[config.mk]
export PLATFORM = sky130hd
export DESIGN_NAME = usbfs_txn_ctrl
export DESIGN_NICKNAME = d
export VERILOG_FILES = /design/src/rtl/usbfs_txn_ctrl.sv
export SDC_FILE = /design/constraint.sdc
export NUM_CORES = 1
export LEC_CHECK = 0
export CORE_UTILIZATION = 51
export CTS_CLUSTER_DIAMETER = 60
export DETAILED_ROUTE_END_ITERATION = 8
export PLACE_DENSITY = 0.8
export SLEW_MARGIN = 25
export SYNTH_ARGS = -nofsm -noshare
export SYNTH_HDL_FRONTEND = slang
export SYNTH_SLANG_ARGS = --single-unit
[constraint.sdc]
create_clock -name i_clk_48MHz -period 3.3 [get_ports i_clk_48MHz]
set_clock_uncertainty 0.1 [all_clocks]
set_input_delay 0.495 -clock i_clk_48MHz [delete_from_list [all_inputs] [get_ports i_clk_48MHz]]
set_output_delay 0.495 -clock i_clk_48MHz [all_outputs]
set_load 0.01 [all_outputs]
[src/rtl/usbfs_txn_ctrl.sv]
// usbfs_txn_ctrl -- USB full-speed device transaction controller.
//
// Sequences token / data / handshake phases for a device with N_ENDP
// endpoints. Tokens addressed to this device start OUT/SETUP receive or
// IN transmit phases; SOF tokens report the frame number. Per-endpoint
// DATA0/DATA1 toggles are tracked separately for the OUT and IN directions.
//
// Ports
//   i_clk_48MHz        sole clock
//   i_rst              asynchronous active-high reset
//   i_strobe_12MHz     bit strobe from the receiver, paces the timeout
//   i_eop              one-cycle end-of-packet pulse; receiver results valid
//   i_pid .. i_lastData_nBytes  receiver results for the finished packet
//   i_devAddr          assigned device address
//   i_outReady         per-endpoint: OUT sink can take a payload
//   i_inValid          per-endpoint: IN source holds a payload
//   o_txReq/o_txPid    transmit request and PID to send; i_txDone ends it
//   o_outCommit        pulse: OUT/SETUP payload accepted (o_outSetup, o_outNBytes)
//   o_inCommit         pulse: host ACKed the IN payload
//   o_endp             endpoint of current/last transaction
//   o_sof/o_frameNumber pulse on SOF and the frame number carried by it
module usbfs_txn_ctrl #(
  parameter int N_ENDP  = 4,
  parameter int MAX_PKT = 8,
  localparam int NB_W   = $clog2(MAX_PKT) + 1
) (
  input  logic              i_clk_48MHz,
  input  logic              i_rst,
  input  logic              i_strobe_12MHz,
  input  logic              i_eop,
  input  logic [3:0]        i_pid,
  input  logic              i_pidOkay,
  input  logic              i_tokenOkay,
  input  logic              i_dataOkay,
  input  logic [6:0]        i_lastAddr,
  input  logic [3:0]        i_lastEndp,
  input  logic [NB_W-1:0]   i_lastData_nBytes,
  input  logic [6:0]        i_devAddr,
  input  logic [N_ENDP-1:0] i_outReady,
  input  logic [N_ENDP-1:0] i_inValid,
  output logic              o_txReq,
  output logic [3:0]        o_txPid,
  input  logic              i_txDone,
  output logic              o_outCommit,
  output logic              o_outSetup,
  output logic [NB_W-1:0]   o_outNBytes,
  output logic              o_inCommit,
  output logic [3:0]        o_endp,
  output logic              o_sof,
  output logic [10:0]       o_frameNumber
);

  localparam logic [3:0] PID_OUT   = 4'b0001;
  localparam logic [3:0] PID_IN    = 4'b1001;
  localparam logic [3:0] PID_SOF   = 4'b0101;
  localparam logic [3:0] PID_SETUP = 4'b1101;
  localparam logic [3:0] PID_DATA0 = 4'b0011;
  localparam logic [3:0] PID_DATA1 = 4'b1011;
  localparam logic [3:0] PID_ACK   = 4'b0010;
  localparam logic [3:0] PID_NAK   = 4'b1010;

  localparam logic [4:0] ENDP_LIM  = 5'(N_ENDP);

  typedef enum logic [2:0] {
    IDLE     = 3'd0,
    RX_DATA  = 3'd1,
    TX_HS    = 3'd2,
    TX_DATA  = 3'd3,
    WAIT_ACK = 3'd4
  } state_t;

  state_t      state;
  logic [4:0]  tmo_cnt;
  logic        is_setup;
  // Toggles kept 16 wide so a 4-bit endpoint indexes them directly; only
  // the low N_ENDP bits are ever written.
  logic [15:0] out_toggle;
  logic [15:0] in_toggle;

  logic [15:0] out_ready_x;
  logic [15:0] in_valid_x;
  logic        token_ok;
  logic        token_match;
  logic        data_ok;

  // Decode of the receiver results for the current cycle.
  always_comb begin
    out_ready_x = 16'(i_outReady);
    in_valid_x  = 16'(i_inValid);
    token_ok    = i_eop && i_pidOkay && i_tokenOkay && (i_pid[1:0] == 2'b01);
    token_match = (i_lastAddr == i_devAddr) && ({1'b0, i_lastEndp} < ENDP_LIM);
    data_ok     = i_pidOkay && i_dataOkay && (i_pid[1:0] == 2'b11);
  end

  // Transaction FSM with registered outputs, toggles and timeout counter.
  always_ff @(posedge i_clk_48MHz or posedge i_rst) begin
    if (i_rst) begin
      state         <= IDLE;
      tmo_cnt       <= 5'd0;
      is_setup      <= 1'b0;
      out_toggle    <= 16'd0;
      in_toggle     <= 16'd0;
      o_txReq       <= 1'b0;
      o_txPid       <= 4'b0000;
      o_outCommit   <= 1'b0;
      o_outSetup    <= 1'b0;
      o_outNBytes   <= '0;
      o_inCommit    <= 1'b0;
      o_endp        <= 4'd0;
      o_sof         <= 1'b0;
      o_frameNumber <= 11'd0;
    end else begin
      // Pulse outputs default low so each lasts exactly one cycle.
      o_sof       <= 1'b0;
      o_outCommit <= 1'b0;
      o_inCommit  <= 1'b0;

      case (state)
        IDLE: begin
          if (token_ok) begin
            if (i_pid == PID_SOF) begin
              // SOF is a broadcast: no address or endpoint check.
              o_sof         <= 1'b1;
              o_frameNumber <= {i_lastEndp, i_lastAddr};
            end else if (token_match) begin
              if ((i_pid == PID_OUT) || (i_pid == PID_SETUP)) begin
                o_endp   <= i_lastEndp;
                is_setup <= (i_pid == PID_SETUP);
                tmo_cnt  <= 5'd0;
                state    <= RX_DATA;
              end else if (i_pid == PID_IN) begin
                o_endp  <= i_lastEndp;
                o_txReq <= 1'b1;
                if (in_valid_x[i_lastEndp]) begin
                  o_txPid <= in_toggle[i_lastEndp] ? PID_DATA1 : PID_DATA0;
                  state   <= TX_DATA;
                end else begin
                  o_txPid <= PID_NAK;
                  state   <= TX_HS;
                end
              end
            end
          end
        end

        RX_DATA: begin
          if (i_eop) begin
            if (data_ok) begin
              o_txReq <= 1'b1;
              state   <= TX_HS;
              if (is_setup) begin
                // SETUP is always accepted and resets both directions to DATA1.
                o_txPid            <= PID_ACK;
                o_outCommit        <= 1'b1;
                o_outSetup         <= 1'b1;
                o_outNBytes        <= i_lastData_nBytes;
                out_toggle[o_endp] <= 1'b1;
                in_toggle[o_endp]  <= 1'b1;
              end else if (!out_ready_x[o_endp]) begin
                o_txPid <= PID_NAK;
              end else if (i_pid[3] == out_toggle[o_endp]) begin
                o_txPid            <= PID_ACK;
                o_outCommit        <= 1'b1;
                o_outSetup         <= 1'b0;
                o_outNBytes        <= i_lastData_nBytes;
                out_toggle[o_endp] <= ~out_toggle[o_endp];
              end else begin
                // Toggle mismatch: host retransmitted after a lost ACK.
                o_txPid <= PID_ACK;
              end
            end else begin
              state <= IDLE;
            end
          end else if (i_strobe_12MHz) begin
            if (tmo_cnt == 5'd31) begin
              state <= IDLE;
            end else begin
              tmo_cnt <= tmo_cnt + 5'd1;
            end
          end
        end

        TX_HS: begin
          if (i_txDone) begin
            o_txReq <= 1'b0;
            state   <= IDLE;
          end
        end

        TX_DATA: begin
          if (i_txDone) begin
            o_txReq <= 1'b0;
            tmo_cnt <= 5'd0;
            state   <= WAIT_ACK;
          end
        end

        WAIT_ACK: begin
          if (i_eop) begin
            if ((i_pid == PID_ACK) && i_pidOkay) begin
              o_inCommit        <= 1'b1;
              in_toggle[o_endp] <= ~in_toggle[o_endp];
            end
            state <= IDLE;
          end else if (i_strobe_12MHz) begin
            if (tmo_cnt == 5'd31) begin
              state <= IDLE;
            end else begin
              tmo_cnt <= tmo_cnt + 5'd1;
            end
          end
        end

        default: begin
          state <= IDLE;
        end
      endcase
    end
  end

endmodule

### Word-level counts from Yosys, hierarchy flattened

Index checks and enable logic that the tools add are counted.

| cells by class | value |
|---|---|
| $add $sub $neg | 1 |
| multiply operators | 0 |
| divide/modulo/power cells | 0 |
| magnitude comparators | 4 |
| equal/unequal tests | 32 |
| shift operators | 0 |
| mux-type cells | 87 |
| bitwise operators | 5 |
| reduce and logical (&&, ||, !) cells | 28 |

Operator list:

| operator | number |
|---|---|
| $mux W16 | 8 |
| $mux W4 | 16 |
| $mux W5 | 8 |
| $mux W3 | 11 |
| $bwmux W16 | 2 |
| $or A16 B16 Y16 | 2 |
| $pmux W16 S2 | 1 |
| $mux W1 | 30 |
| $ne A2 B2 Y1 const B | 15 |
| $bmux W1 S4 | 5 |
| $reduce_and A9 Y1 | 2 |
| $pmux W3 S5 | 1 |
| $pmux W5 S3 | 1 |
| $reduce_and A5 Y1 | 3 |
| $reduce_and A6 Y1 | 2 |
| $lt A4 B5 Y1 const B | 2 |
| $reduce_bool A2 Y1 | 5 |
| $eq A4 B4 Y1 const B | 2 |
| $logic_and A1 B1 Y1 | 8 |
| $pmux W4 S2 | 1 |
| $reduce_and A8 Y1 | 1 |
| $eq A7 B7 Y1 | 1 |
| $eq A3 B2 Y1 const B | 2 |
| $reduce_bool A3 Y1 | 2 |
| other kinds (22) | 26 |

| storage, ports and cells | value |
|---|---|
| flip-flop bits (word level) | 69 |
| latch bits | 0 |
| memory bits (writable) | 0 |
| bits in read-only memories | 0 |
| input bits | 42 |
| output and inout bits | 28 |
| word-level logic and storage cells | 171 |
| memories kept | 0 |

### Logic depth before layout (Yosys ltp)

| logic depth | value |
|---|---|
| depth after elaboration | 10 |
| mapped depth | 8 |
| depth with buffers taken out | 8 |

### Worst setup path before layout

Ideal clock, no wire load.

| timing | value |
|---|---|
| path kind | reg2reg |
| start point | register tmo_cnt[0] |
| end point | register tmo_cnt[2] |
| setup time | 0.121 ns |
| data arrival time | 2.125 ns |
| data required time | 3.079 ns |
| slack | 0.954 ns |
| cell stages (with the launch flop) | 9 |
| path buffers | 0 |
| clock period less this slack | 2.346 ns |
| cell sequence | dfrtp_1 -> ha_1 -> and3_1 -> ha_1 -> nor4b_1 -> a21oi_1 -> o211ai_1 -> o221ai_1 -> a22o_1 |

| between the ends | value |
|---|---|
| cells in the longest elaborated chain, start to end | 5 |
| elaborated cells on any way between the ends | 8 |
| those cells by class | 1 x add/sub; 2 x eq/ne; 4 x mux; 1 x reduce/logical |

RTL lines:

| item | RTL line | text |
|---|---|---|
| start, declared | 73 | `logic [4:0] tmo_cnt;` |
| start signal, assigned | 178 | `tmo_cnt <= tmo_cnt + 5'd1;` |
| start signal, assigned | 209 | `tmo_cnt <= tmo_cnt + 5'd1;` |
| $add A5 B1 Y5 | 178, 209 |  |
| $mux W5 | 175, 206 |  |
| $mux W5 | 174 | `end else if (i_strobe_12MHz) begin` |
| $mux W5 | 199 | `if (i_eop) begin` |
| $pmux W5 S3 | 118 | `case (state)` |

Several ways; a longest one is shown, not always the timed one. The select of a mux whose other input is x is not followed.
A chain may end at the register's enable or synchronous reset.

### Worst setup path after layout

Same ends and word-level chain as after synthesis.

==> flow_summary.yaml <==
logic_synthesis:
  synth_edf_count: 0
  yosys_register_bits: 60
  synth_cell_type_count: 56
  fraction_of_the_mapped_netlist_area_in_compound_gates: 0.1002
  post_synthesis_share_of_cell_area_spent_on_and_or_nand_and_nor_gates: 0.1747
  synth-seq-area-share: 0.4587
  postSynthCellCount: 291
  combinational_family_with_the_most_area_after_synthesis: "multiplexers"
  post_synth_fa_ha_maj_area_fraction: 0.007645
  syn-cell-area_um2: 3273
  synth_mux_area_frac: 0.1946
  synthesis.yosys.warnings: 0
  postSynth.asyncResetShare: 1.000
  synthXorXnorAreaFrac: 0.02141
  syn_area_per_cell_um2: 11.25
  synthFlopType: "sky130_fd_sc_hd__dfrtp_1"
  syn-num-nets: 335
setup_path:
  cp_slowest_stage_delay_ps: 480
  start_to_end_type_of_the_worst_setup_path: "flip-flop to flip-flop"
  critical_path.cell_chain: "ha_1 -> and3_1 -> ha_1 -> nor4b_1 -> a21oi_1 -> o211ai_1 -> o221ai_1 -> a22o_1"
  worst-endpoint-arrival_ps: 2830
  setup.worst_path.end_class: "flip-flop"
  worst_ep_required_time_ps: 3440
  cp_max_fo: 8
  critPathLaunchType: "flip-flop"
  critical-path-slowest-cell: "sky130_fd_sc_hd__o211ai_1"
  timing.critical_path.mode_cell: "sky130_fd_sc_hd__ha_1"
drt:
  drt-pass1-iter-count: 4
  detailedRoute.firstIterationViolations: 245
  routed_via_density: 5.945
  antenna_violating_nets_post_route: 0
  wirelength_um: 7794
  via_count: 2610
  detail_route.wl_per_cell_um: 17.75
  drc: 0
placed_design:
  hpwlAfterDp_um: 5562
  dpl_cell_area_um2: 4020
  placed_cells_incl_taps: 423
  gpl.final_weighted_congestion: 0.8276
  port_buffers: 68
cts:
  worst_skew_pair.late_latency_ps: 340
  clockRootBuffer: "sky130_fd_sc_hd__clkbuf_8"
  cts_num_sinks: 60
  cts_tree: "done"
  post_cts_resized: 0
  clk_pin_slew_worst_paths_ps: 70
  post-cts-setup-buffers: 0
  cts-hold-fix-buffers: 0
  cts_buffers: 9
  cts_htree_levels: 3
  largest_buffer_count_on_any_clock_path: 2
sta:
  achievable-frequency_mhz: 370.9
  setup_viol: 0
  min_period_ps: 2696
  slew_viol_final: 0
  rsz0062_at_grt: "false"
  finalHoldViolations: 0
  slew_headroom: 0.5979
  timing.setup.tns_ps: 0
  period_share: 0.8171
  worst_pin_slew_ps: 602.2
floorplanning:
  core-area_um2: 6061
  die_h_um: 82.11
  std_cell_rows: 28
  die_width_um: 82.11
  io_pins: 70
  initial_utilization: 0.5400
  die_area_um2: 6742
cells_and_area:
  area_delta_synth_final_pct: 29.63
  postLayoutCellArea_um2: 4243
  post_route_cells_drive_above_1_share: 0.2033
  final_net_count: 403
  antenna-diode-count: 0
  layoutNonFillerInstCount: 439
pwr:
  power_per_cell_area_nw_per_um2: 401.0
  post-layout-total-power_mw: 1.701
  p_leak_nw: 1.899
  max-vdd-ir-drop_uv: 286.6
flow_run:
  cap_viol_max_count: 0
grt:
  grt.overflow.total: 0
  grt_pass1_wl_um: 12700
  grt_pass1_vias: 2551
  grt_antenna_before_repair: 0
  grt_util_all_layers: 0.2583
  largest_net_degree_at_the_start_of_global_routing: 28
worst_hold_path:
  hold_path.class: "flip-flop to flip-flop"
outcome:
  run_status: "finished clean"
[registers in the layout, indices dropped and copies added, names as in the netlist, 3 cells and up]
name	cells
o_outNBytes	4
o_txPid	3
out_toggle	8
in_toggle	16
o_frameNumber	11
state	3
tmo_cnt	5
o_endp	4
[Yosys cell counts (6+ instances only)]
cell type,n,share of area
sky130_fd_sc_hd__nand2_1,18,0.021
sky130_fd_sc_hd__inv_1,11,0.013
sky130_fd_sc_hd__dfrtp_1,60,0.46
sky130_fd_sc_hd__nor4_1,6,0.011
sky130_fd_sc_hd__clkbuf_1,12,0.014
sky130_fd_sc_hd__nor3_1,13,0.020
sky130_fd_sc_hd__nor2b_1,7,0.013
sky130_fd_sc_hd__nor2_1,15,0.017
sky130_fd_sc_hd__mux2i_1,7,0.021
sky130_fd_sc_hd__mux4_2,6,0.041
sky130_fd_sc_hd__nand2b_1,8,0.015
sky130_fd_sc_hd__mux2_2,31,0.11
[cells by family (layout without fill, tap and decap cells)]
family | Yosys count | in the layout
and+or+nand+nor | 100 | 100
xor gates and xnor gates | 8 | 8
buffers and inverters | 31 | 104
adders and majority gates | 2 | 2
muxes | 49 | 49
AOI/OAI and AO/OA | 40 | 40
DFF | 60 | 60
other | 1 | 1
[metal layers]
metal	track usage	routed length, um
met5	0	0
met4	0.1211	203
met3	0.04835	467
met2	0.4091	3784
met1	0.3429	3339
[final timing paths]
check	cells after the start	start	end	slack, ps
setup / recovery	8	tmo_cnt[0]	tmo_cnt[2]	600
hold / removal	1	out_toggle[8]	out_toggle[8]	360
setup reg to reg	8	tmo_cnt[0]	tmo_cnt[2]	600
hold reg to reg	1	out_toggle[8]	out_toggle[8]	360
max in group asynchronous	3	i_rst	state[2]	1980
min in group asynchronous	2	i_rst	o_endp[0]	440
[layout make-up]
| cell class | instances | area, um2 |
|---|---|---|
| tap | 75 | 93.84 |
| inverter | 11 | 41.29 |
| multi-input combinational | 200 | 1635 |
| timing repair buffer | 77 | 748.2 |
| sequential | 60 | 1501 |
| clock buffer | 9 | 123.9 |
| fill | 435 | 1818 |
| clock inverter | 7 | 98.84 |
[metrics by stage]
stage                     utilization  hold slack [ps]  setup WS (ps)
after floorplan                     -            322.6          953.6
after global placement         0.6633            339.2          445.8
after detailed placement       0.6633            348.1          458.4
after CTS                      0.7000            364.2          613.6
after global routing           0.7000            398.5          478.0
final                          0.7000            364.9          603.6
[where the power goes]
part / internal [mW] / switching, mW
clock network: 0.430 / 0.320
logic: 0.106 / 0.0773
registers: 0.757 / 0.0121
[layout by cell type, fill, tap and decap left out, types with 3 or more instances in the layout]
| cell | instances |
|---|---|
| sky130_fd_sc_hd__a31oi_1 | 3 |
| sky130_fd_sc_hd__and2_1 | 3 |
| sky130_fd_sc_hd__and3_1 | 4 |
| sky130_fd_sc_hd__and4_1 | 3 |
| sky130_fd_sc_hd__buf_4 | 9 |
| sky130_fd_sc_hd__clkbuf_8 | 9 |
| sky130_fd_sc_hd__clkdlybuf4s50_1 | 68 |
| sky130_fd_sc_hd__dfrtp_1 | 60 |
| sky130_fd_sc_hd__inv_1 | 10 |
| sky130_fd_sc_hd__mux2_2 | 31 |
| sky130_fd_sc_hd__mux2_4 | 4 |
| sky130_fd_sc_hd__mux2i_1 | 7 |
| sky130_fd_sc_hd__mux4_2 | 6 |
| sky130_fd_sc_hd__nand2_1 | 18 |
| sky130_fd_sc_hd__nand2b_1 | 8 |
| sky130_fd_sc_hd__nand3_1 | 5 |
| sky130_fd_sc_hd__nand3b_1 | 3 |
| sky130_fd_sc_hd__nor2_1 | 15 |
| sky130_fd_sc_hd__nor2b_1 | 7 |
| sky130_fd_sc_hd__nor3_1 | 13 |
| sky130_fd_sc_hd__nor3b_1 | 4 |
| sky130_fd_sc_hd__nor4_1 | 6 |
| sky130_fd_sc_hd__nor4b_1 | 3 |
| sky130_fd_sc_hd__o21ai_0 | 4 |
| sky130_fd_sc_hd__o22a_1 | 3 |
| sky130_fd_sc_hd__o311a_1 | 5 |
| sky130_fd_sc_hd__o31ai_1 | 3 |
| sky130_fd_sc_hd__xnor2_1 | 3 |
| sky130_fd_sc_hd__xor2_1 | 5 |
[critical path, delay by kind of cell (launching register included)]
kind / cells / cell delay, ps
compound gates: 4 / 1080
simple gates: 2 / 540
fa+ha+maj: 2 / 440
flops: 1 / 410
No activity file was read; power rests on OpenSTA's default activity.
